### src/rtl/float_add_arbiter.sv
// -----------------------------------------------------------------------------
// float_add_arbiter
//
// Round-robin scheduler that shares a single float_add_pipeline between
// num_clients requesters. One add is in flight at a time. The winner's operands
// are latched and a one-cycle fa_req is issued. The arbiter then waits for
// fa_ack and returns fa_out to the winner, together with a one-cycle cli_ack.
//
// Optional feature, enabled by defining FLOAT_ARB_TIMEOUT_EN:
//   A watchdog bounds the WAIT state to timeout_cycles cycles. On expiry it
//   pulses cli_err for the granted client instead of cli_ack. When the macro
//   is undefined, no counter is built and cli_err is tied to 0.
//
// Ports:
//   clk      in   clock, all state changes on posedge
//   rst      in   synchronous active-low reset
//   cli_req  in   [num_clients] level request, held until that client's ack
//   cli_a    in   [num_clients*float_width] operand a, client i at
//                 [i*float_width +: float_width]
//   cli_b    in   [num_clients*float_width] operand b, same packing
//   cli_ack  out  [num_clients] one-hot single-cycle result strobe
//   cli_out  out  [float_width] result, non-zero only alongside cli_ack
//   cli_err  out  [num_clients] one-hot single-cycle timeout strobe
//   fa_req   out  request to the adder, high for exactly one cycle
//   fa_a     out  [float_width] operand a to the adder (held until next grant)
//   fa_b     out  [float_width] operand b to the adder (held until next grant)
//   fa_out   in   [float_width] adder result
//   fa_ack   in   adder result strobe
//   busy     out  high whenever the arbiter is not IDLE
// -----------------------------------------------------------------------------
module float_add_arbiter #(
    parameter int num_clients    = 4,
    parameter int float_width    = 32,
    parameter int timeout_cycles = 15
) (
    input  logic                               clk,
    input  logic                               rst,
    input  logic [num_clients-1:0]             cli_req,
    input  logic [num_clients*float_width-1:0] cli_a,
    input  logic [num_clients*float_width-1:0] cli_b,
    output logic [num_clients-1:0]             cli_ack,
    output logic [float_width-1:0]             cli_out,
    output logic [num_clients-1:0]             cli_err,
    output logic                               fa_req,
    output logic [float_width-1:0]             fa_a,
    output logic [float_width-1:0]             fa_b,
    input  logic [float_width-1:0]             fa_out,
    input  logic                               fa_ack,
    output logic                               busy
);

    localparam int IDX_W = $clog2(num_clients);

    if (num_clients < 2 || num_clients > 16 || timeout_cycles < 1) begin : g_param_check
        $error("float_add_arbiter: parameter out of range");
    end

    typedef enum logic [1:0] {
        IDLE  = 2'd0,
        ISSUE = 2'd1,
        WAIT  = 2'd2
    } state_t;

    state_t                   state_q,   state_d;
    logic [IDX_W-1:0]         rr_ptr_q,  rr_ptr_d;
    logic [IDX_W-1:0]         grant_q,   grant_d;
    logic                     fa_req_q,  fa_req_d;
    logic [float_width-1:0]   fa_a_q,    fa_a_d;
    logic [float_width-1:0]   fa_b_q,    fa_b_d;
    logic [num_clients-1:0]   cli_ack_q, cli_ack_d;
    logic [float_width-1:0]   cli_out_q, cli_out_d;

`ifdef FLOAT_ARB_TIMEOUT_EN
    localparam int TW = $clog2(timeout_cycles + 1);
    localparam logic [TW-1:0] TIMER_LAST = TW'(timeout_cycles - 1);

    logic [TW-1:0]            timer_q,   timer_d;
    logic [num_clients-1:0]   cli_err_q, cli_err_d;
`endif

    // Per-client operand views of the flattened buses.
    logic [float_width-1:0]   a_arr [num_clients];
    logic [float_width-1:0]   b_arr [num_clients];

    always_comb begin
        for (int i = 0; i < num_clients; i++) begin
            a_arr[i] = cli_a[i*float_width +: float_width];
            b_arr[i] = cli_b[i*float_width +: float_width];
        end
    end

    // A client being acked this cycle still shows its request (it sees the
    // ack only next cycle), so it is masked out to avoid a stale re-grant.
    logic [num_clients-1:0]   masked_req;
    logic                     found;
    logic [IDX_W-1:0]         pick;

    always_comb begin
        int idx;
        masked_req = cli_req & ~cli_ack_q;
        found      = 1'b0;
        pick       = '0;
        idx        = 0;
        for (int k = 0; k < num_clients; k++) begin
            idx = int'(rr_ptr_q) + k;
            if (idx >= num_clients) begin
                idx = idx - num_clients;
            end
            if (!found && masked_req[idx[IDX_W-1:0]]) begin
                found = 1'b1;
                pick  = idx[IDX_W-1:0];
            end
        end
    end

    logic [num_clients-1:0]   grant_onehot;
    logic [IDX_W-1:0]         ptr_after_grant;

    assign grant_onehot    = num_clients'(1) << grant_q;
    assign ptr_after_grant = (grant_q == IDX_W'(num_clients - 1)) ? '0
                                                                   : grant_q + IDX_W'(1);

    always_comb begin
        state_d   = state_q;
        rr_ptr_d  = rr_ptr_q;
        grant_d   = grant_q;
        fa_req_d  = 1'b0;
        fa_a_d    = fa_a_q;
        fa_b_d    = fa_b_q;
        cli_ack_d = '0;
        cli_out_d = '0;
`ifdef FLOAT_ARB_TIMEOUT_EN
        timer_d   = timer_q;
        cli_err_d = '0;
`endif
        case (state_q)
            IDLE: begin
                if (found) begin
                    grant_d  = pick;
                    fa_a_d   = a_arr[pick];
                    fa_b_d   = b_arr[pick];
                    fa_req_d = 1'b1;
                    state_d  = ISSUE;
                end
            end
            ISSUE: begin
                state_d = WAIT;
`ifdef FLOAT_ARB_TIMEOUT_EN
                timer_d = '0;
`endif
            end
            WAIT: begin
                if (fa_ack) begin
                    cli_out_d = fa_out;
                    cli_ack_d = grant_onehot;
                    rr_ptr_d  = ptr_after_grant;
                    state_d   = IDLE;
                end
`ifdef FLOAT_ARB_TIMEOUT_EN
                // The counter holds the number of WAIT cycles already spent,
                // so the error is registered on the timeout_cycles-th one.
                else if (timer_q == TIMER_LAST) begin
                    cli_err_d = grant_onehot;
                    rr_ptr_d  = ptr_after_grant;
                    state_d   = IDLE;
                end else begin
                    timer_d = timer_q + TW'(1);
                end
`endif
            end
            default: begin
                state_d = IDLE;
            end
        endcase
    end

    always_ff @(posedge clk) begin
        if (!rst) begin
            state_q   <= IDLE;
            rr_ptr_q  <= '0;
            grant_q   <= '0;
            fa_req_q  <= 1'b0;
            fa_a_q    <= '0;
            fa_b_q    <= '0;
            cli_ack_q <= '0;
            cli_out_q <= '0;
`ifdef FLOAT_ARB_TIMEOUT_EN
            timer_q   <= '0;
            cli_err_q <= '0;
`endif
        end else begin
            state_q   <= state_d;
            rr_ptr_q  <= rr_ptr_d;
            grant_q   <= grant_d;
            fa_req_q  <= fa_req_d;
            fa_a_q    <= fa_a_d;
            fa_b_q    <= fa_b_d;
            cli_ack_q <= cli_ack_d;
            cli_out_q <= cli_out_d;
`ifdef FLOAT_ARB_TIMEOUT_EN
            timer_q   <= timer_d;
            cli_err_q <= cli_err_d;
`endif
        end
    end

    assign cli_ack = cli_ack_q;
    assign cli_out = cli_out_q;
    assign fa_req  = fa_req_q;
    assign fa_a    = fa_a_q;
    assign fa_b    = fa_b_q;
    assign busy    = (state_q != IDLE);

`ifdef FLOAT_ARB_TIMEOUT_EN
    assign cli_err = cli_err_q;
`else
    assign cli_err = '0;
`endif

endmodule

### config.mk
export PLATFORM = sky130hd
export DESIGN_NAME = float_add_arbiter
export DESIGN_NICKNAME = d
export VERILOG_FILES = /design/src/rtl/float_add_arbiter.sv
export SDC_FILE = /design/constraint.sdc
export NUM_CORES = 1
export LEC_CHECK = 0
export ABC_AREA = 0
export CAP_MARGIN = 5
export CORE_AREA = 3 3 155 157
export CTS_CLUSTER_DIAMETER = 60
export DETAILED_ROUTE_END_ITERATION = 16
export DIE_AREA = 0 0 158 160
export PLACE_DENSITY = 0.7
export SLEW_MARGIN = 20
export SYNTH_ARGS = -nofsm -noshare
export SYNTH_HDL_FRONTEND = slang
export SYNTH_SLANG_ARGS = --single-unit
export TNS_END_PERCENT = 10
### constraint.sdc
create_clock -name clk -period 1.82 [get_ports clk]
set_input_delay 0.364 -clock clk [delete_from_list [all_inputs] [get_ports clk]]
set_output_delay 0.364 -clock clk [all_outputs]
set_load 0.02 [all_outputs]
==> key figures, run 1 <==
Drt
  – DR vias: approximately 5,400
  – Number of remaining DRC errors: 0
  – Routed vias/inst: 4.553
  – Initial detailed-routing violation count: 222
  – Total detailed-routing wirelength: 22,760 um
  – Post-route ant nets: 0
  – Router iterations before antenna repair: 4
  – Wire length per cell: 19.08 um

Power
  – Sw Ratio: about a third
  – Part of the power in combinational logic: 35.0%
  – Leakage power: 0.004203 uW
  – Power Dens Cells: 712.5 nW/um^2
  – Worst IR Drop VDD: 0.0004609 V
  – Clock power share: 28.7%
  – Internal cell power: 5078 uW
  – NetSw: 2320 uW
  – Proportion of power drawn by flip-flops and latches: 36.3%

Timing
  – Final hold violations: 0
  – Timing-limited maximum frequency: 536.3 MHz
  – Final worst path period need: 1865 ps
  – Final setup vio count: 19
  – RSZ-0062 raised after global routing: true
  – Largest clock skew in the final design: approximately 12 ps
  – Worst Slack Setup Final: -44.71 ps
  – Final cycle utilization of the critical path: 102.5%
  – Slew Limit Fails: 0
  – Worst hold slack after final layout: 466.2 ps

Die
  – Die outline height: 160 um
  – Total Die Area: 25,280 sq um
  – Number of standard-cell rows in the floorplan: between 50 and 60
  – Count of pins on the block boundary: 401
  – Starting density of the core: 22.47%
  – Width of the chip: 158 um
  – Placeable core region: ~23,000 sq um

Cells and area
  – Diode insertion count for antenna repair: 0
  – Utilization of the core after routing: a little under half
  – Synthesis-to-layout area growth: 104.1%
  – Count of nets after finishing: 1,199
  – Number of fillers in the final layout: 2,124
  – Share of layout cells above drive strength 1: 12.78%

Worst setup path
  – Category of the worst setup path launch point: flip-flop
  – Slowest library cell on the worst path: sky130_fd_sc_hd__o32a_2
  – CP arrival: ~2100 ps
  – Critical Path End Type: flip-flop
  – Critical Setup Path Class: reg -> reg
  – Cells along the critical path: nor2b_2, a211oi_1, o32a_2, buf_4, nand2b_2, buf_4, o221ai_1
  – Maximum fanout along the worst path: 10
  – Gate family responsible for the most delay along the worst path: compound AO/OA/AOI/OAI gates
  – Required time at the worst-slack endpoint: 2090 ps
  – Crit-path max cell delay: 450 ps
  – Most used cell, CP: sky130_fd_sc_hd__buf_4
  – Worst reg2reg setup slack: -40 ps
  – Worst Path Buf+Inv: 2

Synth
  – Syn Std Cell Area: 5087 sq um
  – Synth warnings: 0
  – Distinct cell type count of the synthesized netlist: 34
  – Syn_area_per_cell: 10.38 sq um
  – Number of flip-flops and latches in the synthesized netlist: around 110
  – Share of the yosys chip area belonging to registers: a little over two fifths
  – Post-synthesis instance total: slightly below 500

Run status
  – Result of the run: finished, violations left
  – Violations in the final reports: negative setup slack

CTS
  – Worst skew pair latency: 360 ps
  – TritonCTS clock tree: yes
  – Sinks on Clock Net: between 100 and 150
  – TritonCTS buffer count: 9
  – Clock buffer depth: 2
  – Clk pin slew, worst setup/hold paths: 90 ps
  – Maximum level of the CTS H-tree: 3
  – Clock root buffer: sky130_fd_sc_hd__clkbuf_16

Placement
  – Number of buffers added on ports: ~400
  – Detailed Place HPWL: 16,640 um
  – Final weighted congestion in routability-driven placement: around 0.85
  – DP Worst Slack: -713.1 ps

GRT
  – Via count of the first global-routing pass: ~5,600
  – Maximum number of pins on one net before global-route repair: 41
  – Congestion Overflow GR: 0
  – Initial antenna violation count: 1
  – First-pass GRT wire length: 31,400 um
  – Overall routing resource usage: 16.05%

Min path
  – Class of the most critical hold timing path: reg -> reg

Job
  – Max-Cap Viols: 0
==> power groups by stage <==
stage                     Clock (uW)  Combinational (uW)  Sequential, uW
after floorplan                    0                 745            2990
after global placement             0                2360            2730
after detailed placement           0                2370            2730
after CTS                       2210                2480            2680
after global routing            2300                2730            2710
final                           2120                2590            2690
==> sequential cells by signal (all words and copies together), names as in the netlist <==
| name | cells |
|---|---|
| fa_req | 1 |
| fa_a | 32 |
| state_q | 2 |
| grant_q | 2 |
| cli_ack | 4 |
| cli_out | 32 |
| rr_ptr_q | 2 |
| fa_b | 32 |
==> layout make-up <==
cell class | count | area [sq um] | share of cell area, %
sequential | 107 | 2146 | 20.67
timing repair buffer | 445 | 4649 | 44.78
multi-input combinational | 337 | 2894 | 27.87
clock inverter | 7 | 101.3 | 0.9760
clock buffer | 9 | 225.2 | 2.169
tap | 285 | 356.6 | 3.434
inverter | 3 | 11.26 | 0.1084
==> cells by family (layout without fill, tap and decap cells) <==
kind of cell / Yosys count / in the layout / share of synthesized area [%]
buf+inv: 49 / 464 / 5.214
other cells: 1 / 4 / 0.07371
fa+ha+maj: 1 / 1 / 0.2459
simple gates: 127 / 127 / 12.72
flops: 107 / 107 / 42.11
mux: 131 / 131 / 25.77
compound gates: 74 / 74 / 13.87
==> synthesized netlist by cell type <==
| cell type | number | area share [%] |
|---|---|---|
| sky130_fd_sc_hd__nor2b_2 | 1 | 0.17 |
| sky130_fd_sc_hd__and2_1 | 34 | 4.2 |
| sky130_fd_sc_hd__nand3b_1 | 1 | 0.15 |
| sky130_fd_sc_hd__and3_1 | 1 | 0.12 |
| sky130_fd_sc_hd__clkbuf_1 | 13 | 0.96 |
| sky130_fd_sc_hd__o21ai_1 | 1 | 0.098 |
| sky130_fd_sc_hd__nor4b_1 | 1 | 0.17 |
| sky130_fd_sc_hd__o22ai_1 | 2 | 0.25 |
| sky130_fd_sc_hd__o221ai_1 | 53 | 9.1 |
| sky130_fd_sc_hd__nor3_1 | 1 | 0.098 |
| sky130_fd_sc_hd__buf_6 | 4 | 0.89 |
| sky130_fd_sc_hd__buf_2 | 23 | 2.3 |
| sky130_fd_sc_hd__nor2_1 | 12 | 0.89 |
| sky130_fd_sc_hd__conb_1 | 1 | 0.074 |
| sky130_fd_sc_hd__buf_4 | 6 | 0.89 |
| sky130_fd_sc_hd__a21oi_1 | 2 | 0.20 |
| sky130_fd_sc_hd__nor4_1 | 1 | 0.12 |
| sky130_fd_sc_hd__o21ai_0 | 1 | 0.098 |
| sky130_fd_sc_hd__nand2b_1 | 3 | 0.37 |
| sky130_fd_sc_hd__inv_2 | 1 | 0.074 |
| sky130_fd_sc_hd__nor2b_4 | 2 | 0.54 |
| sky130_fd_sc_hd__o221ai_2 | 11 | 3.2 |
| sky130_fd_sc_hd__o32a_1 | 2 | 0.39 |
| sky130_fd_sc_hd__dfxtp_1 | 107 | 42 |
| sky130_fd_sc_hd__or3_1 | 1 | 0.12 |
| sky130_fd_sc_hd__o41ai_2 | 1 | 0.32 |
| sky130_fd_sc_hd__nand2_1 | 43 | 3.2 |
| sky130_fd_sc_hd__mux2i_1 | 131 | 26 |
| sky130_fd_sc_hd__nand3_1 | 24 | 2.4 |
| sky130_fd_sc_hd__a211oi_1 | 1 | 0.15 |
| sky130_fd_sc_hd__ha_1 | 1 | 0.25 |
| sky130_fd_sc_hd__nand2_2 | 1 | 0.12 |
| sky130_fd_sc_hd__inv_1 | 2 | 0.15 |
| sky130_fd_sc_hd__nor2b_1 | 1 | 0.12 |
==> what timing repair did <==
action	CTS	global route
gates cloned	2	6
resized for setup	32	33
pin swaps	19	13
hold buffers	0	0
setup buffers	5	4
endpoints found under the setup margin	68	67
==> tightest hold or removal path: stages (launching register included) <==
cell and delay, ps:
sky130_fd_sc_hd__dfxtp_1 330, sky130_fd_sc_hd__nand2_1 50, sky130_fd_sc_hd__o221ai_1 60
==> final timing paths <==
kind                    from  endpoint  cells past startpoint
setup / recovery  cli_ack[0]  fa_a[20]                      7
hold reg to reg      fa_b[5]   fa_b[5]                      2
setup reg to reg  cli_ack[0]  fa_a[20]                      7
hold / removal       fa_b[5]   fa_b[5]                      2
==> layout by cell type (no fill, tap or decap), drive strengths merged, types with 2 or more instances in the layout <==
master / n
a21oi: 2
nor2b: 4
clkinv: 3
dlymetal6s2s: 2
inv: 7
o22ai: 2
and2: 34
clkbuf: 13
nand2: 44
nand2b: 3
dfxtp: 107
mux2i: 131
nor2: 12
o21ai: 2
conb: 4
o221ai: 64
o32a: 2
clkdlybuf4s50: 388
dlygate4sd2: 5
buf: 46
nand3: 24
==> through the flow <==
stage	area, sq um	total power, uW	std cells	TNS [ps]
6_report	10380	7398	1193	-241.2
5_1_grt	10380	7739	1193	-4240
4_1_cts	10120	7384	1184	-4892
3_5_place_dp	9568	5107	1161	-38100
3_3_place_gp	9568	5086	1161	-35540
2_1_floorplan	5100	3731	493	0
==> metal layers <==
layer / wire length [um] / part of all wire (%) / GRT usage [%] / up-vias
met1: 9152 / 40 / 18.71 / 2552
li1: - / - / - / 2641
met4: 267 / 1.2 / 3.598 / 2
met5: 7 / 0.031 / 0 / -
met3: 1747 / 7.7 / 4.905 / 22
met2: 11590 / 51 / 28.68 / 215
(Power assumes the default switching activity.)
==> inputs of run 2 (changes only) <==
Settings changed: CAP_MARGIN 5 to 20.
==> results of run 2 <==
Same layout as run 1: the final DEF is identical, and so are final timing and power.
